==> src/rtl/mips_ctrl_pkg.sv <==
// Shared encodings for the multicycle MIPS control path.
// Optional addi support is enabled with MC_ADDI_EN.
package mips_ctrl_pkg;

    typedef enum logic [3:0] {
        S_IDLE   = 4'd0,
        S_FETCH  = 4'd1,
        S_DECODE = 4'd2,
        S_MEMADR = 4'd3,
        S_MEMRD  = 4'd4,
        S_MEMWB  = 4'd5,
        S_MEMWR  = 4'd6,
        S_EXEC   = 4'd7,
        S_RTYPEWB= 4'd8,
        S_BRANCH = 4'd9,
        S_JUMP   = 4'd10,
        S_ADDIEX = 4'd11,
        S_ADDIWB = 4'd12
    } state_t;

    localparam logic [5:0] OP_RTYPE = 6'd0;
    localparam logic [5:0] OP_LW    = 6'd35;
    localparam logic [5:0] OP_SW    = 6'd43;
    localparam logic [5:0] OP_BEQ   = 6'd4;
    localparam logic [5:0] OP_J     = 6'd2;
    localparam logic [5:0] OP_ADDI  = 6'd8;

    localparam logic [2:0] ALUOP_FUNC = 3'b000;
    localparam logic [2:0] ALUOP_ADD  = 3'b010;
    localparam logic [2:0] ALUOP_SUB  = 3'b110;

    localparam logic [1:0] SRCB_REG   = 2'd0;
    localparam logic [1:0] SRCB_FOUR  = 2'd1;
    localparam logic [1:0] SRCB_IMM   = 2'd2;
    localparam logic [1:0] SRCB_IMMSH = 2'd3;

    localparam logic [1:0] PCSRC_ALU    = 2'd0;
    localparam logic [1:0] PCSRC_ALUOUT = 2'd1;
    localparam logic [1:0] PCSRC_JUMP   = 2'd2;

    typedef struct packed {
        logic       pc_write;
        logic       pc_write_cond;
        logic       iord;
        logic       mem_read;
        logic       mem_write;
        logic       ir_write;
        logic       mem_to_reg;
        logic       reg_dst;
        logic       reg_write;
        logic       alu_src_a;
        logic [1:0] alu_src_b;
        logic [2:0] alu_op;
        logic [1:0] pc_source;
    } ctrl_t;

endpackage

==> src/rtl/mips_multicycle_control_if.sv <==
// Control bundle between the multicycle FSM and the datapath.
// master = control FSM, slave = datapath side.
interface mips_multicycle_control_if;

    logic [5:0] Opcode;
    logic       MemReady;
    logic       PCWrite;
    logic       PCWriteCond;
    logic       IorD;
    logic       MemRead;
    logic       MemWrite;
    logic       IRWrite;
    logic       MemtoReg;
    logic       RegDst;
    logic       RegWrite;
    logic       ALUSrcA;
    logic [1:0] ALUSrcB;
    logic [2:0] ALUOp;
    logic [1:0] PCSource;
    logic       IllegalOp;
    logic [3:0] State;

    modport master (
        input  Opcode, MemReady,
        output PCWrite, PCWriteCond, IorD, MemRead, MemWrite,
        output IRWrite, MemtoReg, RegDst, RegWrite, ALUSrcA,
        output ALUSrcB, ALUOp, PCSource, IllegalOp, State
    );

    modport slave (
        output Opcode, MemReady,
        input  PCWrite, PCWriteCond, IorD, MemRead, MemWrite,
        input  IRWrite, MemtoReg, RegDst, RegWrite, ALUSrcA,
        input  ALUSrcB, ALUOp, PCSource, IllegalOp, State
    );

endinterface

==> src/rtl/mips_ctrl_outdec.sv <==
// State-to-control decoder; Moore except IRWrite/PCWrite in FETCH.
// ADDIEX/ADDIWB decode only when MC_ADDI_EN is defined.
module mips_ctrl_outdec
    import mips_ctrl_pkg::*;
(
    input  state_t state,
    input  logic   mem_ready,
    output ctrl_t  ctrl
);

    always_comb begin
        ctrl        = '0;
        ctrl.alu_op = ALUOP_ADD;
        unique case (state)
            S_IDLE: ctrl.alu_op = ALUOP_FUNC;
            S_FETCH: begin
                ctrl.mem_read  = 1'b1;
                ctrl.alu_src_b = SRCB_FOUR;
                ctrl.pc_source = PCSRC_ALU;
                ctrl.ir_write  = mem_ready;
                ctrl.pc_write  = mem_ready;
            end
            S_DECODE: ctrl.alu_src_b = SRCB_IMMSH;
            S_MEMADR: begin
                ctrl.alu_src_a = 1'b1;
                ctrl.alu_src_b = SRCB_IMM;
            end
            S_MEMRD: begin
                ctrl.mem_read = 1'b1;
                ctrl.iord     = 1'b1;
            end
            S_MEMWB: begin
                ctrl.reg_write  = 1'b1;
                ctrl.mem_to_reg = 1'b1;
            end
            S_MEMWR: begin
                ctrl.mem_write = 1'b1;
                ctrl.iord      = 1'b1;
            end
            S_EXEC: begin
                ctrl.alu_src_a = 1'b1;
                ctrl.alu_src_b = SRCB_REG;
                ctrl.alu_op    = ALUOP_FUNC;
            end
            S_RTYPEWB: begin
                ctrl.reg_write = 1'b1;
                ctrl.reg_dst   = 1'b1;
            end
            S_BRANCH: begin
                ctrl.alu_src_a     = 1'b1;
                ctrl.alu_src_b     = SRCB_REG;
                ctrl.alu_op        = ALUOP_SUB;
                ctrl.pc_write_cond = 1'b1;
                ctrl.pc_source     = PCSRC_ALUOUT;
            end
            S_JUMP: begin
                ctrl.pc_write  = 1'b1;
                ctrl.pc_source = PCSRC_JUMP;
            end
`ifdef MC_ADDI_EN
            S_ADDIEX: begin
                ctrl.alu_src_a = 1'b1;
                ctrl.alu_src_b = SRCB_IMM;
            end
            S_ADDIWB: ctrl.reg_write = 1'b1;
`endif
            default: ctrl = '0;
        endcase
    end

endmodule

==> src/rtl/mips_multicycle_control.sv <==
// Main control FSM for the multicycle MIPS datapath.
// Define MC_ADDI_EN to accept addi (opcode 8).
module mips_multicycle_control
    import mips_ctrl_pkg::*;
(
    input  logic                             clk,
    input  logic                             rst_n,
    mips_multicycle_control_if.master        bus
);

    state_t state_q, state_d;
    logic   ill_q, ill_d;
    ctrl_t  ctrl;
    logic   is_mem, is_rtype, is_beq, is_j, is_addi;

    assign is_mem   = (bus.Opcode == OP_LW) || (bus.Opcode == OP_SW);
    assign is_rtype = (bus.Opcode == OP_RTYPE);
    assign is_beq   = (bus.Opcode == OP_BEQ);
    assign is_j     = (bus.Opcode == OP_J);
`ifdef MC_ADDI_EN
    assign is_addi  = (bus.Opcode == OP_ADDI);
`else
    assign is_addi  = 1'b0;
`endif

    always_ff @(posedge clk or negedge rst_n) begin
        if (!rst_n) begin
            state_q <= S_IDLE;
            ill_q   <= 1'b0;
        end else begin
            state_q <= state_d;
            ill_q   <= ill_d;
        end
    end

    always_comb begin
        state_d = S_IDLE;
        ill_d   = ill_q;
        unique case (state_q)
            S_IDLE:   state_d = S_FETCH;
            S_FETCH:  state_d = bus.MemReady ? S_DECODE : S_FETCH;
            S_DECODE: begin
                unique case (1'b1)
                    is_mem:   state_d = S_MEMADR;
                    is_rtype: state_d = S_EXEC;
                    is_beq:   state_d = S_BRANCH;
                    is_j:     state_d = S_JUMP;
                    is_addi:  state_d = S_ADDIEX;
                    default: begin
                        state_d = S_FETCH;
                        ill_d   = 1'b1;
                    end
                endcase
            end
            // Anything other than sw at this point is treated as a load
            S_MEMADR:  state_d = (bus.Opcode == OP_SW) ? S_MEMWR : S_MEMRD;
            S_MEMRD:   state_d = bus.MemReady ? S_MEMWB : S_MEMRD;
            S_MEMWB:   state_d = S_FETCH;
            S_MEMWR:   state_d = bus.MemReady ? S_FETCH : S_MEMWR;
            S_EXEC:    state_d = S_RTYPEWB;
            S_RTYPEWB: state_d = S_FETCH;
            S_BRANCH:  state_d = S_FETCH;
            S_JUMP:    state_d = S_FETCH;
`ifdef MC_ADDI_EN
            S_ADDIEX:  state_d = S_ADDIWB;
            S_ADDIWB:  state_d = S_FETCH;
`endif
            default:   state_d = S_IDLE;
        endcase
    end

    mips_ctrl_outdec u_outdec (
        .state     (state_q),
        .mem_ready (bus.MemReady),
        .ctrl      (ctrl)
    );

    assign bus.PCWrite     = ctrl.pc_write;
    assign bus.PCWriteCond = ctrl.pc_write_cond;
    assign bus.IorD        = ctrl.iord;
    assign bus.MemRead     = ctrl.mem_read;
    assign bus.MemWrite    = ctrl.mem_write;
    assign bus.IRWrite     = ctrl.ir_write;
    assign bus.MemtoReg    = ctrl.mem_to_reg;
    assign bus.RegDst      = ctrl.reg_dst;
    assign bus.RegWrite    = ctrl.reg_write;
    assign bus.ALUSrcA     = ctrl.alu_src_a;
    assign bus.ALUSrcB     = ctrl.alu_src_b;
    assign bus.ALUOp       = ctrl.alu_op;
    assign bus.PCSource    = ctrl.pc_source;
    assign bus.IllegalOp   = ill_q;
    assign bus.State       = state_q;

endmodule

==> src/flat_wrapper.sv <==
// flat-port wrapper written by rule: the top's interface ports become plain ports
module mips_multicycle_control_flat import mips_ctrl_pkg::*;
  (clk, rst_n, bus_Opcode, bus_MemReady, bus_PCWrite, bus_PCWriteCond, bus_IorD, bus_MemRead, bus_MemWrite, bus_IRWrite, bus_MemtoReg, bus_RegDst, bus_RegWrite, bus_ALUSrcA, bus_ALUSrcB, bus_ALUOp, bus_PCSource, bus_IllegalOp, bus_State);
  mips_multicycle_control_if bus_i ();
  input  logic clk;
  input  logic rst_n;
  input wire logic [$bits(bus_i.Opcode)-1:0] bus_Opcode;
  input wire logic [$bits(bus_i.MemReady)-1:0] bus_MemReady;
  output wire logic [$bits(bus_i.PCWrite)-1:0] bus_PCWrite;
  output wire logic [$bits(bus_i.PCWriteCond)-1:0] bus_PCWriteCond;
  output wire logic [$bits(bus_i.IorD)-1:0] bus_IorD;
  output wire logic [$bits(bus_i.MemRead)-1:0] bus_MemRead;
  output wire logic [$bits(bus_i.MemWrite)-1:0] bus_MemWrite;
  output wire logic [$bits(bus_i.IRWrite)-1:0] bus_IRWrite;
  output wire logic [$bits(bus_i.MemtoReg)-1:0] bus_MemtoReg;
  output wire logic [$bits(bus_i.RegDst)-1:0] bus_RegDst;
  output wire logic [$bits(bus_i.RegWrite)-1:0] bus_RegWrite;
  output wire logic [$bits(bus_i.ALUSrcA)-1:0] bus_ALUSrcA;
  output wire logic [$bits(bus_i.ALUSrcB)-1:0] bus_ALUSrcB;
  output wire logic [$bits(bus_i.ALUOp)-1:0] bus_ALUOp;
  output wire logic [$bits(bus_i.PCSource)-1:0] bus_PCSource;
  output wire logic [$bits(bus_i.IllegalOp)-1:0] bus_IllegalOp;
  output wire logic [$bits(bus_i.State)-1:0] bus_State;
  assign bus_i.Opcode = bus_Opcode;
  assign bus_i.MemReady = bus_MemReady;
  assign bus_PCWrite = bus_i.PCWrite;
  assign bus_PCWriteCond = bus_i.PCWriteCond;
  assign bus_IorD = bus_i.IorD;
  assign bus_MemRead = bus_i.MemRead;
  assign bus_MemWrite = bus_i.MemWrite;
  assign bus_IRWrite = bus_i.IRWrite;
  assign bus_MemtoReg = bus_i.MemtoReg;
  assign bus_RegDst = bus_i.RegDst;
  assign bus_RegWrite = bus_i.RegWrite;
  assign bus_ALUSrcA = bus_i.ALUSrcA;
  assign bus_ALUSrcB = bus_i.ALUSrcB;
  assign bus_ALUOp = bus_i.ALUOp;
  assign bus_PCSource = bus_i.PCSource;
  assign bus_IllegalOp = bus_i.IllegalOp;
  assign bus_State = bus_i.State;
  mips_multicycle_control u_core (.clk(clk), .rst_n(rst_n), .bus(bus_i));
endmodule
==> config.mk <==
export PLATFORM = sky130hd
export DESIGN_NAME = mips_multicycle_control_flat
export DESIGN_NICKNAME = d
export VERILOG_FILES = /design/src/rtl/mips_ctrl_pkg.sv /design/src/rtl/mips_multicycle_control_if.sv /design/src/rtl/mips_ctrl_outdec.sv /design/src/rtl/mips_multicycle_control.sv /design/src/flat_wrapper.sv
export SDC_FILE = /design/constraint.sdc
export NUM_CORES = 1
export LEC_CHECK = 0
export CELL_PAD_IN_SITES_DETAIL_PLACEMENT = 0
export CELL_PAD_IN_SITES_GLOBAL_PLACEMENT = 1
export CORE_ASPECT_RATIO = 1.4
export CORE_MARGIN = 2
export CORE_UTILIZATION = 23
export DETAILED_ROUTE_END_ITERATION = 12
export PLACE_DENSITY_LB_ADDON = 0.08
export SLEW_MARGIN = 20
export SYNTH_ARGS = -nofsm -noshare
export SYNTH_HDL_FRONTEND = slang
export SYNTH_SLANG_ARGS = --single-unit
export TNS_END_PERCENT = 30
==> constraint.sdc <==
create_clock -name clk -period 1.15 [get_ports clk]
set_input_delay 0.1725 -clock clk [delete_from_list [all_inputs] [get_ports clk]]
set_output_delay 0.1725 -clock clk [all_outputs]
set_load 0.01 [all_outputs]
Yosys cells after proc, flatten, opt, wreduce, memory -nomap -nowiden
Cells that the tools add are included.
W data, S select, Z words.
{ "word_totals": {"register_bits": 5, "output_inout_bits": 22, "wordCells": 47} }
{ "op_classes": {"eq_ne": 14, "mux": 19, "bitwise_logic": 1, "reduce_logical": 11} }
{ "ops": {"columns": ["operator", "count"], "rows": [
  ["$pmux W4 S7", 1],
  ["$eq A4 B3 Y1 const B", 4],
  ["$pmux W4 S4", 1],
  ["$eq A4 B4 Y1 const B", 3],
  ["$eq A6 B6 Y1 const B", 2],
  ["$mux W1", 10],
  ["$eq A4 B2 Y1 const B", 2],
  ["$reduce_or A8 Y1", 1],
  ["$eq A6 B2 Y1 const B", 1],
  ["$eq A6 B3 Y1 const B", 1],
  ["$logic_not A6 Y1", 1],
  ["$pmux W2 S3", 1],
  ["$pmux W3 S2", 1],
  ["$reduce_or A2 Y1", 3],
  ["$reduce_or A5 Y1", 1],
  ["$eq A4 B1 Y1 const B", 1],
  ["$logic_not A4 Y1", 1],
  ["$mux W2", 2],
  ["$pmux W2 S2", 1],
  ["$reduce_or A4 Y1", 1],
  ["$mux W3", 1],
  ["$reduce_or A3 Y1", 1],
  ["$pmux W1 S2", 1],
  ["$reduce_and A2 Y1", 1],
  ["other kinds (2)", 2]
]} }

Longest topological paths before layout
{ "logic_depth": {"depth_word": 5, "ltp_mapped": 4} }

Modules after synthesis
From an unflattened synthesis, not the netlist that was laid out.
{ "hier_totals": {"cells_unflattened": 75, "hier_area_um2": 620.6} }
{ "modules_own_cells": {"columns": ["module", "n_inst", "cells_per_inst", "area_per_inst_um2", "seq_area_each_um2"], "rows": [
  ["mips_multicycle_control", 1, 39, 381.6, 125.1],
  ["mips_ctrl_outdec", 1, 36, 239.0, 0.0]
]} }

Worst setup path before layout
No wires, ideal clock.
{ "synth_timing": {"kind": "reg2out", "start": "register u_core.state_q[0] (netlist: u_core.bus.State[0])", "end": "output port bus_ALUOp[2]", "t_arrival_ps": 1125, "required_time_ps": 978, "path_slack_ps": -148, "path_stages_with_launch": 5, "cell_sequence": "dfrtp_1 buf_6 nand2b_1 nor2_1 buf_4"} }
{ "synth_via": {"elab_chain_len": 3, "word_cells_on_any_way": 11, "cone_classes": "eq/ne (9); mux (1); reduce/logical (1)"} }
{ "synth_lines": {"columns": ["element", "line", "rtl"], "rows": [
  ["start: declaration", "mips_multicycle_control.sv:11", "state_t state_q, state_d;"],
  ["start signal: assignment", "mips_multicycle_control.sv:31", "state_q <= state_d;"],
  ["$eq A4 B1 Y1 (tied with other cells)", "mips_ctrl_outdec.sv:14", "unique case (state)"],
  ["$reduce_or A8 Y1 (no source line)", null, null],
  ["$pmux W3 S2 (*)", "mips_ctrl_outdec.sv:14", null],
  ["end: declaration", "flat_wrapper.sv:20", "output wire logic [$bits(bus_i.ALUOp)-1:0] bus_ALUOp;"]
]} }
Mark *: on every way between the ends. The rest lies on a longest branch, timed or not.

Worst setup path after layout
{ "layout_timing": {"start": "register u_core.state_q[3] (netlist: u_core.bus.State[3])", "end": "output port bus_RegWrite"} }
{ "layout_via": {"elab_chain_len": 3, "word_cells_on_any_way": 4, "cone_classes": "eq/ne (2); mux (1); reduce/logical (1)"} }
{ "layout_lines": {"columns": ["element", "line", "rtl"], "rows": [
  ["$eq A4 B3 Y1 or $eq A4 B4 Y1 (tied branches)", "mips_ctrl_outdec.sv:14", null],
  ["$reduce_or A2 Y1 (no source line) (*)", null, null],
  ["$mux W1 (*)", "mips_ctrl_outdec.sv:14", null],
  ["end: declaration", "flat_wrapper.sv:17", "output wire logic [$bits(bus_i.RegWrite)-1:0] bus_RegWrite;"]
]} }
Marked as above.

==> impl_metrics.csv <==
group,metric,value,unit
grt,grtUsageTotal,13.3,%
drt,drt_wl_total,1750,um
drt,via_count,713,
critical_path,critPathBufInv,1,
logic_synthesis,syn_avg_cell_area,7.81,um^2
logic_synthesis,synth_area_leaders,"dfrtp_1 (22%), nor2_1 (9.1%), nand2b_1 (5.4%)",
critical_path,r2r_cells,5,
clock_network,cts_sinks,5,
die,die-area,2940,um^2
logic_synthesis,synth_nets,83,
cells_and_area,antenna_cells,0,
die,start_util,24.2,%
timing,max_freq,0.661,GHz
drt,firstDrtPassIters,4,
timing,finalMaxSlewViolations,0,
placement,placed_cells,154,
critical_path,slowest_stage,"dfrtp_2",
timing,rsz0062_at_grt,"true",
placement,dp_hpwl,1390,um
cells_and_area,nFillCells,243,
power_and_ir_drop,leakagePower,0.513,nW
run_status,status,"finished, violations left",
cells_and_area,final_cell_mix,"buf_4 (24), buf_2 (18), nor2_1 (10)",
die,die_x,46.4,um
critical_path,required,0.98,ns
timing,hold_ws,0.147,ns
logic_synthesis,synth_seq_cells,5,
critical_path,rr_startpoint,"u_core.bus.State[2]",
clock_network,cts_root_buffer,"clkbuf_4",
grt,grt_max_degree,10,
logic_synthesis,netlist_area,578,um^2
clock_network,clk_latency,0.24,ns
grt,overflow,0,
timing,hold_viol_final,0,
logic_synthesis,synth-warning-count,0,
clock_network,cts_max_level,1,
cells_and_area,final_nets,140,
flow_run,cap_violations,0,
critical_path,ff2ff_setup_slack,-0.15,ns
drt,remaining_drc_errors,0,
timing,skew,0.000179,ns
cells_and_area,fin_cells,164,
clock_network,clockBufferDepth,2,
min_path,hold_class,"in -> async",
critical_path,crit_family,"flip-flops",
die,coreArea,2390,um^2
timing,setup_ws,-0.364,ns
clock_network,numCtsBuffers,3,
die,rows,21,
logic_synthesis,yosys.area.top_type_share,21.6,%
critical_path,timing.rr.end,"u_core.bus.State[0]",
die,io_pins,31,
logic_synthesis,yosys.area.top_type,"dfrtp_1",
critical_path,critical_path.max_fanout,7,
grt,antenna_found_initial,0,
placement,gp_congestion,0.785,
logic_synthesis,yosysSeqAreaShare,21.6,%
cells_and_area,mostFrequentLayoutCell,"buf_4",
critical_path,worstPathCellList,"nand2b_4 -> or2_4 -> a21oi_2 -> buf_2",
grt,grt_pass1_vias,698,
die,chipHeight,63.3,um
drt,antenna_left,0,
logic_synthesis,synth_cell_type_count,36,
timing,finalSetupViolations,23,
cells_and_area,seq_area,130,um^2
critical_path,crit_arrival,1.34,ns
power_and_ir_drop,powerDensity,2330,nW/um^2
drt,wl_per_cell,10.7,um
clock_network,cts_tree,"done",
logic_synthesis,syn_inst,74,
timing,min_period,1.51,ns
drt,drt_iter0_drc,5,
clock_network,cts.clk_slew.worst_paths,0.04,ns
cells_and_area,area_delta_synth_final,95.7,%
timing,fin_crit_sh,132,%
grt,grt_pass1_wl,2980,um
cells_and_area,layout-drive-gt1-share,59.2,%
critical_path,cp-start-kind,"flop",
clock_network,cts_hold_buf,0,
cells_and_area,multiInputGateArea,478,um^2
critical_path,critPathKind,"reg -> out",
power_and_ir_drop,ir_drop,0.00112,V
critical_path,endpoint_kind,"output pin",
critical_path,max_stage_delay,0.46,ns
run_status,violations,"setup timing",
placement,port_buffers,29,
drt,vias_per_cell,4.35,
[cells in the mapped netlist]
cell type	number
nand2b_1	5
nand4_1	1
o22a_1	1
o22ai_1	1
nand3_1	3
xor2_1	1
mux2_2	1
nor3_4	1
conb_1	1
nor4b_4	1
nand2_1	4
buf_6	2
o21ai_1	2
or2_4	1
o31ai_2	1
buf_2	1
a21boi_1	1
a31oi_1	2
nand4b_1	1
and2_1	1
and3b_1	1
a211oi_1	1
buf_4	4
nand3b_1	2
nor3_1	2
o21a_1	1
a21oi_1	4
or2_1	1
o2bb2ai_1	1
xnor2_1	1
and4b_1	1
and4_1	1
o221a_1	1
nor2_1	14
inv_1	2
dfrtp_1	5
[per-stage QoR]
stage | util (%) | area, um^2 | power (W) | TNS (ns) | setup slack [ns]
2_1_floorplan | - | 602 | 0.00129 | -0.493 | -0.0976
6_report | 47.3 | 1130 | 0.00263 | -4.86 | -0.364
4_1_cts | 45.1 | 1080 | 0.00252 | -5.39 | -0.388
5_1_grt | 47.3 | 1130 | 0.00286 | -6.37 | -0.417
3_5_place_dp | 44.2 | 1060 | 0.00229 | -9.82 | -0.564
3_3_place_gp | 44.2 | 1060 | 0.00230 | -9.74 | -0.567
[worst register-to-register path, stage by stage (launching register included)]
cell	delay, ns
dfrtp_2	0.44
buf_6	0.16
nor2_4	0.10
buf_4	0.12
nand3_1	0.09
o221a_1	0.27
[worst max path at each step]
stage / slack [ns] / endpoint / startpoint / cells after the start
after floorplan: -0.1 / bus_ALUOp[1] / u_core.bus.State[2] / 4
after global placement: -0.57 / bus_RegWrite / u_core.bus.State[3] / 4
after detailed placement: -0.56 / bus_RegWrite / u_core.bus.State[3] / 4
after CTS: -0.39 / bus_RegWrite / u_core.bus.State[2] / 6
after global routing: -0.42 / bus_RegWrite / u_core.bus.State[3] / 4
final: -0.36 / bus_RegWrite / u_core.bus.State[3] / 4
[logic make-up after synthesis]
group	count (synthesis)	synth area share, %
buffers and inverters	9	11.3
XOR/XNOR	2	3.03
AO/OA/AOI/OAI	16	19.5
other	1	0.649
flip-flops	5	21.6
AND/OR/NAND/NOR	40	42.0
multiplexers	1	1.95
[layer usage]
layer / vias to the layer above / part of all wire [%] / GRT usage (%)
met5: - / 0 / 0
met4: 0 / 0 / 2.14
met1: 315 / 38 / 16.0
met3: 0 / 6.7 / 2.58
li1: 372 / - / -
met2: 26 / 55 / 23.6
[flip-flops by register name, indices dropped and copies added (netlist names)]
signal and cells:
u_core.bus.State 4, u_core.bus.IllegalOp 1
[power by group]
part           internal [W]  switching (W)  leakage (nW)
logic               0.00115       0.000916         0.443
registers          0.000250       0.000114        0.0552
clock network      0.000131      0.0000666        0.0150
[final cells by class]
type,instances,area share [%]
multi-input cells,60,42.3
repair buffers,59,39.5
flip-flops and latches,5,11.5
well taps,34,3.76
clock buffers,4,2.32
inverters,2,0.664
[what timing repair did]
action / in CTS / in global routing
gates cloned: 0 / 0
gates resized for setup: 87 / 15
pin swaps: 6 / 5
buffers inserted: 4 / 2
endpoints found under the setup margin: 26 / 24
(Power assumes the default switching activity.)
